[config.mk]
export PLATFORM = sky130hd
export DESIGN_NAME = hazard_scoreboard
export DESIGN_NICKNAME = d
export VERILOG_FILES = /design/src/rtl/hazard_pkg.sv /design/src/rtl/hazard_sat_counter.sv /design/src/rtl/hazard_scoreboard.sv
export SDC_FILE = /design/constraint.sdc
export NUM_CORES = 1
export LEC_CHECK = 0
export CAP_MARGIN = 25
export CORE_ASPECT_RATIO = 0.5
export CORE_MARGIN = 4
export CORE_UTILIZATION = 50
export CTS_CLUSTER_DIAMETER = 40
export DETAILED_ROUTE_END_ITERATION = 10
export HOLD_SLACK_MARGIN = 0.05
export PLACE_DENSITY_LB_ADDON = 0.15
export SYNTH_ARGS = -nofsm -noshare
export SYNTH_HDL_FRONTEND = slang
export SYNTH_SLANG_ARGS = --single-unit
[constraint.sdc]
create_clock -name clk -period 4.81 [get_ports clk]
set_input_delay 0.7215 -clock clk [delete_from_list [all_inputs] [get_ports clk]]
set_output_delay 0.7215 -clock clk [all_outputs]
set_load 0.02 [all_outputs]
[src/rtl/hazard_pkg.sv]
// Shared types for the hazard scoreboard: forwarding select encoding,
// the in-flight slot record and the register-address width.
package hazard_pkg;

    localparam int REG_ADDR_W = 5;

    typedef enum logic [1:0] {
        FWD_RF  = 2'b00,
        FWD_WB  = 2'b01,
        FWD_MEM = 2'b10
    } fwd_sel_t;

    typedef struct packed {
        logic                  valid;
        logic [REG_ADDR_W-1:0] rd;
        logic                  reg_write;
        logic                  is_load;
    } sb_slot_t;

    // True when the slot will write register r; x0 never counts as a producer.
    function automatic logic slot_writes(sb_slot_t slot, logic [REG_ADDR_W-1:0] r);
        return slot.valid & slot.reg_write & (slot.rd == r) & (r != '0);
    endfunction

endpackage

[src/rtl/hazard_sat_counter.sv]
// Free-running event counter that sticks at all-ones instead of wrapping.
module hazard_sat_counter #(
    parameter int PERF_CNT_W = 32
) (
    input  logic                  clk,
    input  logic                  reset,
    input  logic                  inc,
    output logic [PERF_CNT_W-1:0] count
);

    always_ff @(posedge clk) begin
        if (reset) begin
            count <= '0;
        end else if (inc && (count != '1)) begin
            count <= count + 1'b1;
        end
    end

endmodule

[src/rtl/hazard_scoreboard.sv]
// Hazard controller for the 5-stage core: tracks EX/MEM/WB destinations and
// drives stall, flush, EX forwarding and WB->ID bypass controls plus perf counters.
module hazard_scoreboard #(
    parameter int REG_ADDR_W   = 5,
    parameter int PERF_CNT_W   = 32,
    parameter int ID_WB_BYPASS = 1
) (
    input  logic                  clk,
    input  logic                  reset,
    input  logic                  id_valid,
    input  logic [REG_ADDR_W-1:0] id_rs1,
    input  logic [REG_ADDR_W-1:0] id_rs2,
    input  logic                  id_uses_rs1,
    input  logic                  id_uses_rs2,
    input  logic [REG_ADDR_W-1:0] id_rd,
    input  logic                  id_reg_write,
    input  logic                  id_is_load,
    input  logic                  ex_redirect,
    input  logic                  mem_stall,
    output logic                  stall_f,
    output logic                  stall_d,
    output logic                  stall_e,
    output logic                  flush_d,
    output logic                  flush_e,
    output logic [1:0]            fwd_a,
    output logic [1:0]            fwd_b,
    output logic                  id_bypass_a,
    output logic                  id_bypass_b,
    output logic [PERF_CNT_W-1:0] perf_stall_cnt,
    output logic [PERF_CNT_W-1:0] perf_flush_cnt
);
    import hazard_pkg::*;

    sb_slot_t              ex_slot;
    sb_slot_t              mem_slot;
    sb_slot_t              wb_slot;
    logic [REG_ADDR_W-1:0] ex_rs1;
    logic [REG_ADDR_W-1:0] ex_rs2;
    logic                  load_use;
    fwd_sel_t              fwd_a_sel;
    fwd_sel_t              fwd_b_sel;

    // Slot shift; only valid bits are reset, payload fields are don't-care when invalid.
    always_ff @(posedge clk) begin
        if (reset) begin
            ex_slot.valid  <= 1'b0;
            mem_slot.valid <= 1'b0;
            wb_slot.valid  <= 1'b0;
        end else if (!mem_stall) begin
            wb_slot           <= mem_slot;
            mem_slot          <= ex_slot;
            ex_slot.valid     <= id_valid & ~flush_e;
            ex_slot.rd        <= id_rd;
            ex_slot.reg_write <= id_reg_write;
            ex_slot.is_load   <= id_is_load;
            ex_rs1            <= id_rs1;
            ex_rs2            <= id_rs2;
        end
    end

    always_comb begin
        load_use = ex_slot.valid & ex_slot.is_load & (ex_slot.rd != '0) & id_valid &
                   ((id_uses_rs1 & (id_rs1 == ex_slot.rd)) |
                    (id_uses_rs2 & (id_rs2 == ex_slot.rd)));

        stall_f = 1'b0;
        stall_d = 1'b0;
        stall_e = 1'b0;
        flush_d = 1'b0;
        flush_e = 1'b0;
        // A frozen EX cannot retire the redirect, so memory stall outranks it.
        if (mem_stall) begin
            stall_f = 1'b1;
            stall_d = 1'b1;
            stall_e = 1'b1;
        end else if (ex_redirect) begin
            flush_d = 1'b1;
            flush_e = 1'b1;
        end else if (load_use) begin
            stall_f = 1'b1;
            stall_d = 1'b1;
            flush_e = 1'b1;
        end
    end

    always_comb begin
        fwd_a_sel = FWD_RF;
        fwd_b_sel = FWD_RF;
        if (ex_slot.valid) begin
            if (slot_writes(mem_slot, ex_rs1))     fwd_a_sel = FWD_MEM;
            else if (slot_writes(wb_slot, ex_rs1)) fwd_a_sel = FWD_WB;
            if (slot_writes(mem_slot, ex_rs2))     fwd_b_sel = FWD_MEM;
            else if (slot_writes(wb_slot, ex_rs2)) fwd_b_sel = FWD_WB;
        end
    end

    assign fwd_a       = fwd_a_sel;
    assign fwd_b       = fwd_b_sel;
    assign id_bypass_a = (ID_WB_BYPASS != 0) & slot_writes(wb_slot, id_rs1);
    assign id_bypass_b = (ID_WB_BYPASS != 0) & slot_writes(wb_slot, id_rs2);

    hazard_sat_counter #(.PERF_CNT_W(PERF_CNT_W)) u_stall_cnt (
        .clk   (clk),
        .reset (reset),
        .inc   (stall_d),
        .count (perf_stall_cnt)
    );

    hazard_sat_counter #(.PERF_CNT_W(PERF_CNT_W)) u_flush_cnt (
        .clk   (clk),
        .reset (reset),
        .inc   (flush_d),
        .count (perf_flush_cnt)
    );

endmodule

==> results list <==
- Registers are responsible for 53.7% of the overall power.
* Vias per cell: 5.532
* # Max-Cap Violations: 0
- Largest net degree at the start of global routing: 39
- Part of the total power dissipated in combinational logic: 6.7%
- The number of max-slew violations in the final report came to 0.
- Post-synthesis cell type with the largest combined area: dfxtp_1
* Ys async rst share: 0%
- Dividing total power by cell area gives a power density of 266.1 nW/µm².
* Synth Area per Inst: 9.653 µm²
- Congestion Overflow GR: 0
- The core region is 9039 µm².
- Setup repair after global routing left no endpoint under its margin.
* Count leader, synth: dfxtp_1
- The count of nets left with antenna violations once routing finished came out at 0.
- Sink Count: 96
- Die width: 146.7 µm
- Most instantiated cells after synthesis: dfxtp_1 (67), nor2_1 (62), xnor2_1 (60)
* Total of endpoints with negative setup slack in the final report: 0
* Reg-to-Reg Start: u_stall_cnt.count[0]
- Walking the worst path, the cells encountered are clkdlybuf4s50_1, nand3_1, a211oi_2, a21oi_1, inv_1, clkdlybuf4s50_1.
- WHS Endpoint: mem_slot[1]
- Along the worst hold path, the cell count comes to 0.
* Slowest Stage Delay on Critical Path: 0.62 ns
- Flops & latches, synth: 96
- At the pin with the least slew margin, the transition time is 0.8828 ns.
- Post-CTS repair changed the size of 0 cells.
- Once the floorplan was initialized, standard cells occupied 53.18% of the core.
- Final Hold Vio Count: 0
* Proportion of layout cells with a drive suffix above 1: 6.588%
* TritonCTS clock tree: built
* Post-Place Worst Slack: 1.336 ns
- Static Leakage: 1.977 nW
- Counting distinct cell types in the post-synthesis netlist gives 60.
* Design Area, Final: 6107 µm²
- Across the VDD grid, the largest voltage drop is 189.1 µV.
- The number of clock buffers added by TritonCTS is 9.
- The worst register-to-register path ends at u_stall_cnt.count[19].
- Hold_buf cts: 0
* Kind of start point of the critical path: input port
* Number of detailed-routing iterations run before antenna repair: 4
- Clock-pin slew was measured on the worst setup and hold paths at 0.06 ns.
- The number of antenna violations at the first check in global routing came to 0.
- The number of nets handed over by synthesis was 524.
- Post-detailed-placement half-perimeter wirelength: 8.538 mm
- Final-stage net count: 613
- 0 antenna diodes ended up in the layout.
* Area taken by multi-input logic gates: 2434 µm²
* H-tree levels: 3
- Routability-driven placement finished with a final weighted congestion of 0.8742.
- Critical path data arrival time: 2.78 ns
- Leaving out filler cells and counting taps, the final layout contains 722.
- In this run, placement finished with an instance count of 706.
- Share of total power consumed by net switching: 23.08%
- Measured in cells, the most critical reg-to-reg path has a length of 7.
- Worst skew pair latency: 0.34 ns
* Setup repair bufs after CTS: 0
* Worst Min Path Start: ex_slot[1]
- Proportion of power drawn by the clock network: 39.6%
- Ranked by total cell area, the synthesized netlist is headed by dfxtp_1 (28%), edfxtp_1 (18%), xnor2_1 (11%).
- Vias after detailed routing: 3994
- Std-Cell Rows: 24
- Net load switching power: 0.3750 mW
- Hold timing on the final database bottoms out at a slack of 0.4393 ns.
* Setup Total Neg Slack: 0 ns
- Outcome: finished, final reports clean
- Max transition margin: 41.02%
* Placement-stage cell area: 5844 µm²
- Power Internal: 1.250 mW
- In this run the deepest clock path goes through 2 buffers.
- Most frequent CP cell: clkdlybuf4s50_1
- From bottom edge to top edge, the die measures 77.34 µm.
- The synthesized design devotes to its leading area cell type 27.90% of total area.
- The critical path in this run is classified as in2out.
- Total DRC errors in the routed layout: 0
* WP data required: 4.09 ns
* Total track usage: 21.66%
- Setup slack on the worst reg-to-reg path comes out at 1.99 ns.
- Setup crit end kind: primary output
* Summed instance area of the synthesized netlist: 4807 µm²
* Top FF cell, synth: dfxtp_1
* Count of pins on the block boundary: 99
* Yosys warns: 0
- The worst path uses 72.75% of the clock period.
- Flip-flop and latch area: 2212 µm²
- Min-Delay Path Class: reg2reg
* Achievable frequency: 285.8 MHz
* Worst Slack Setup Final: 1.311 ns
- After technology mapping, the gate count stands at 498.
- The area growth from synthesis to layout is 27.04%.
- The via count of the first global-routing pass is 3846.
* Wire length of the first global-routing pass: 20.04 mm
* Sequential share of the synthesized area: 46.02%
* Peak fanout along the critical path: 7
- Yosys mapped a number of flops with a built-in enable equal to 29.
- In the final routed layout, each cell accounts on average for 16.21 µm.
* Die area: 11340 µm²
- Fillcell total: 748
* Initial detailed-routing violation count: 255
- Routed wire length: 11.70 mm
- The root buffer cell chosen for the clock tree is clkbuf_16.
* Final worst clock skew: 0.004827 ns
* Number of buffer cells added on primary ports: 98
- Worst path slowest cell: clkdlybuf4s50_1
- Shortest clock period the worst path allows after layout: 3.499 ns
-- metal layers --
metal / global-route usage [%] / part of all wire [%]
met1: 29.88 / 48
met2: 33.69 / 44
met3: 6.752 / 6.7
met4: 4.972 / 0.83
met5: 0 / 0
-- state kept, by name, summed over array words and instances (netlist names) --
| name | cells |
|---|---|
| ex_rs1 | 5 |
| ex_rs2 | 5 |
| ex_slot | 8 |
| mem_slot | 7 |
| u_flush_cnt.count | 32 |
| u_stall_cnt.count | 32 |
| wb_slot | 7 |
-- per-stage QoR --
step	power (mW)	utilization, %
after floorplan	0.9520	-
after global placement	0.9971	64.66
after detailed placement	0.9997	64.66
after CTS	1.639	67.57
after global routing	1.690	67.57
final	1.625	67.57
-- how the worst max path moves through the flow --
| stage | start | to | slack (ns) | depth (start not counted) |
|---|---|---|---|---|
| after floorplan | reset | ex_rs1[0] | 1.88 | 4 |
| after global placement | id_valid | stall_f | 1.35 | 6 |
| after detailed placement | id_valid | stall_d | 1.34 | 6 |
| after CTS | id_valid | stall_f | 1.32 | 6 |
| after global routing | id_rs2[4] | stall_f | 1.17 | 7 |
| final | id_valid | stall_f | 1.31 | 6 |
-- layout make-up --
class | instances | area share [%]
clock buffer | 9 | 3.688
clock inverter | 7 | 0.6146
inverter | 10 | 0.6146
multi-input combinational | 369 | 39.85
sequential | 96 | 36.22
tap | 130 | 2.663
timing repair buffer | 101 | 16.35
-- power groups by stage --
stage	registers (mW)	clock network, mW	logic (mW)
4_1_cts	0.872	0.656	0.110
2_1_floorplan	0.885	0	0.0669
3_3_place_gp	0.890	0	0.107
3_5_place_dp	0.890	0	0.109
6_report	0.872	0.643	0.109
5_1_grt	0.874	0.696	0.120
-- critical path: cells and delay by family --
family                 cells  cell delay [ns]
and+or+nand+nor            1             0.13
buffers and inverters      3             1.24
AOI/OAI and AO/OA          2             0.69
-- logic make-up after synthesis --
family | after synthesis | share of synthesized area [%]
AOI/OAI and AO/OA | 45 | 6.013
DFF | 96 | 46.02
buffers and inverters | 33 | 3.410
muxes | 8 | 1.744
and+or+nand+nor | 233 | 27.54
adders and majority gates | 2 | 0.5205
xor gates and xnor gates | 81 | 14.76
-- cell usage in the layout, fill, tap and decap left out, types with 3 or more instances in the layout --
| cell type | n |
|---|---|
| and2_1 | 8 |
| buf_4 | 3 |
| nor3_1 | 14 |
| edfxtp_1 | 29 |
| xnor2_1 | 60 |
| mux2i_1 | 5 |
| inv_1 | 10 |
| a21oi_1 | 18 |
| nand3_1 | 21 |
| o21ai_0 | 6 |
| dfxtp_1 | 67 |
| a21o_1 | 3 |
| nor2b_1 | 8 |
| and4_1 | 8 |
| clkdlybuf4s50_1 | 97 |
| clkbuf_16 | 9 |
| clkinv_2 | 3 |
| nor2_1 | 61 |
| or3_2 | 3 |
| or3_1 | 4 |
| or4_1 | 7 |
| mux2_2 | 3 |
| nand2_1 | 24 |
| nand4_1 | 28 |
| and3_1 | 11 |
| nor4_1 | 16 |
| xor2_1 | 21 |
| o2111ai_1 | 3 |
| nor4b_1 | 3 |
No activity file was read; power rests on OpenSTA's default activity.
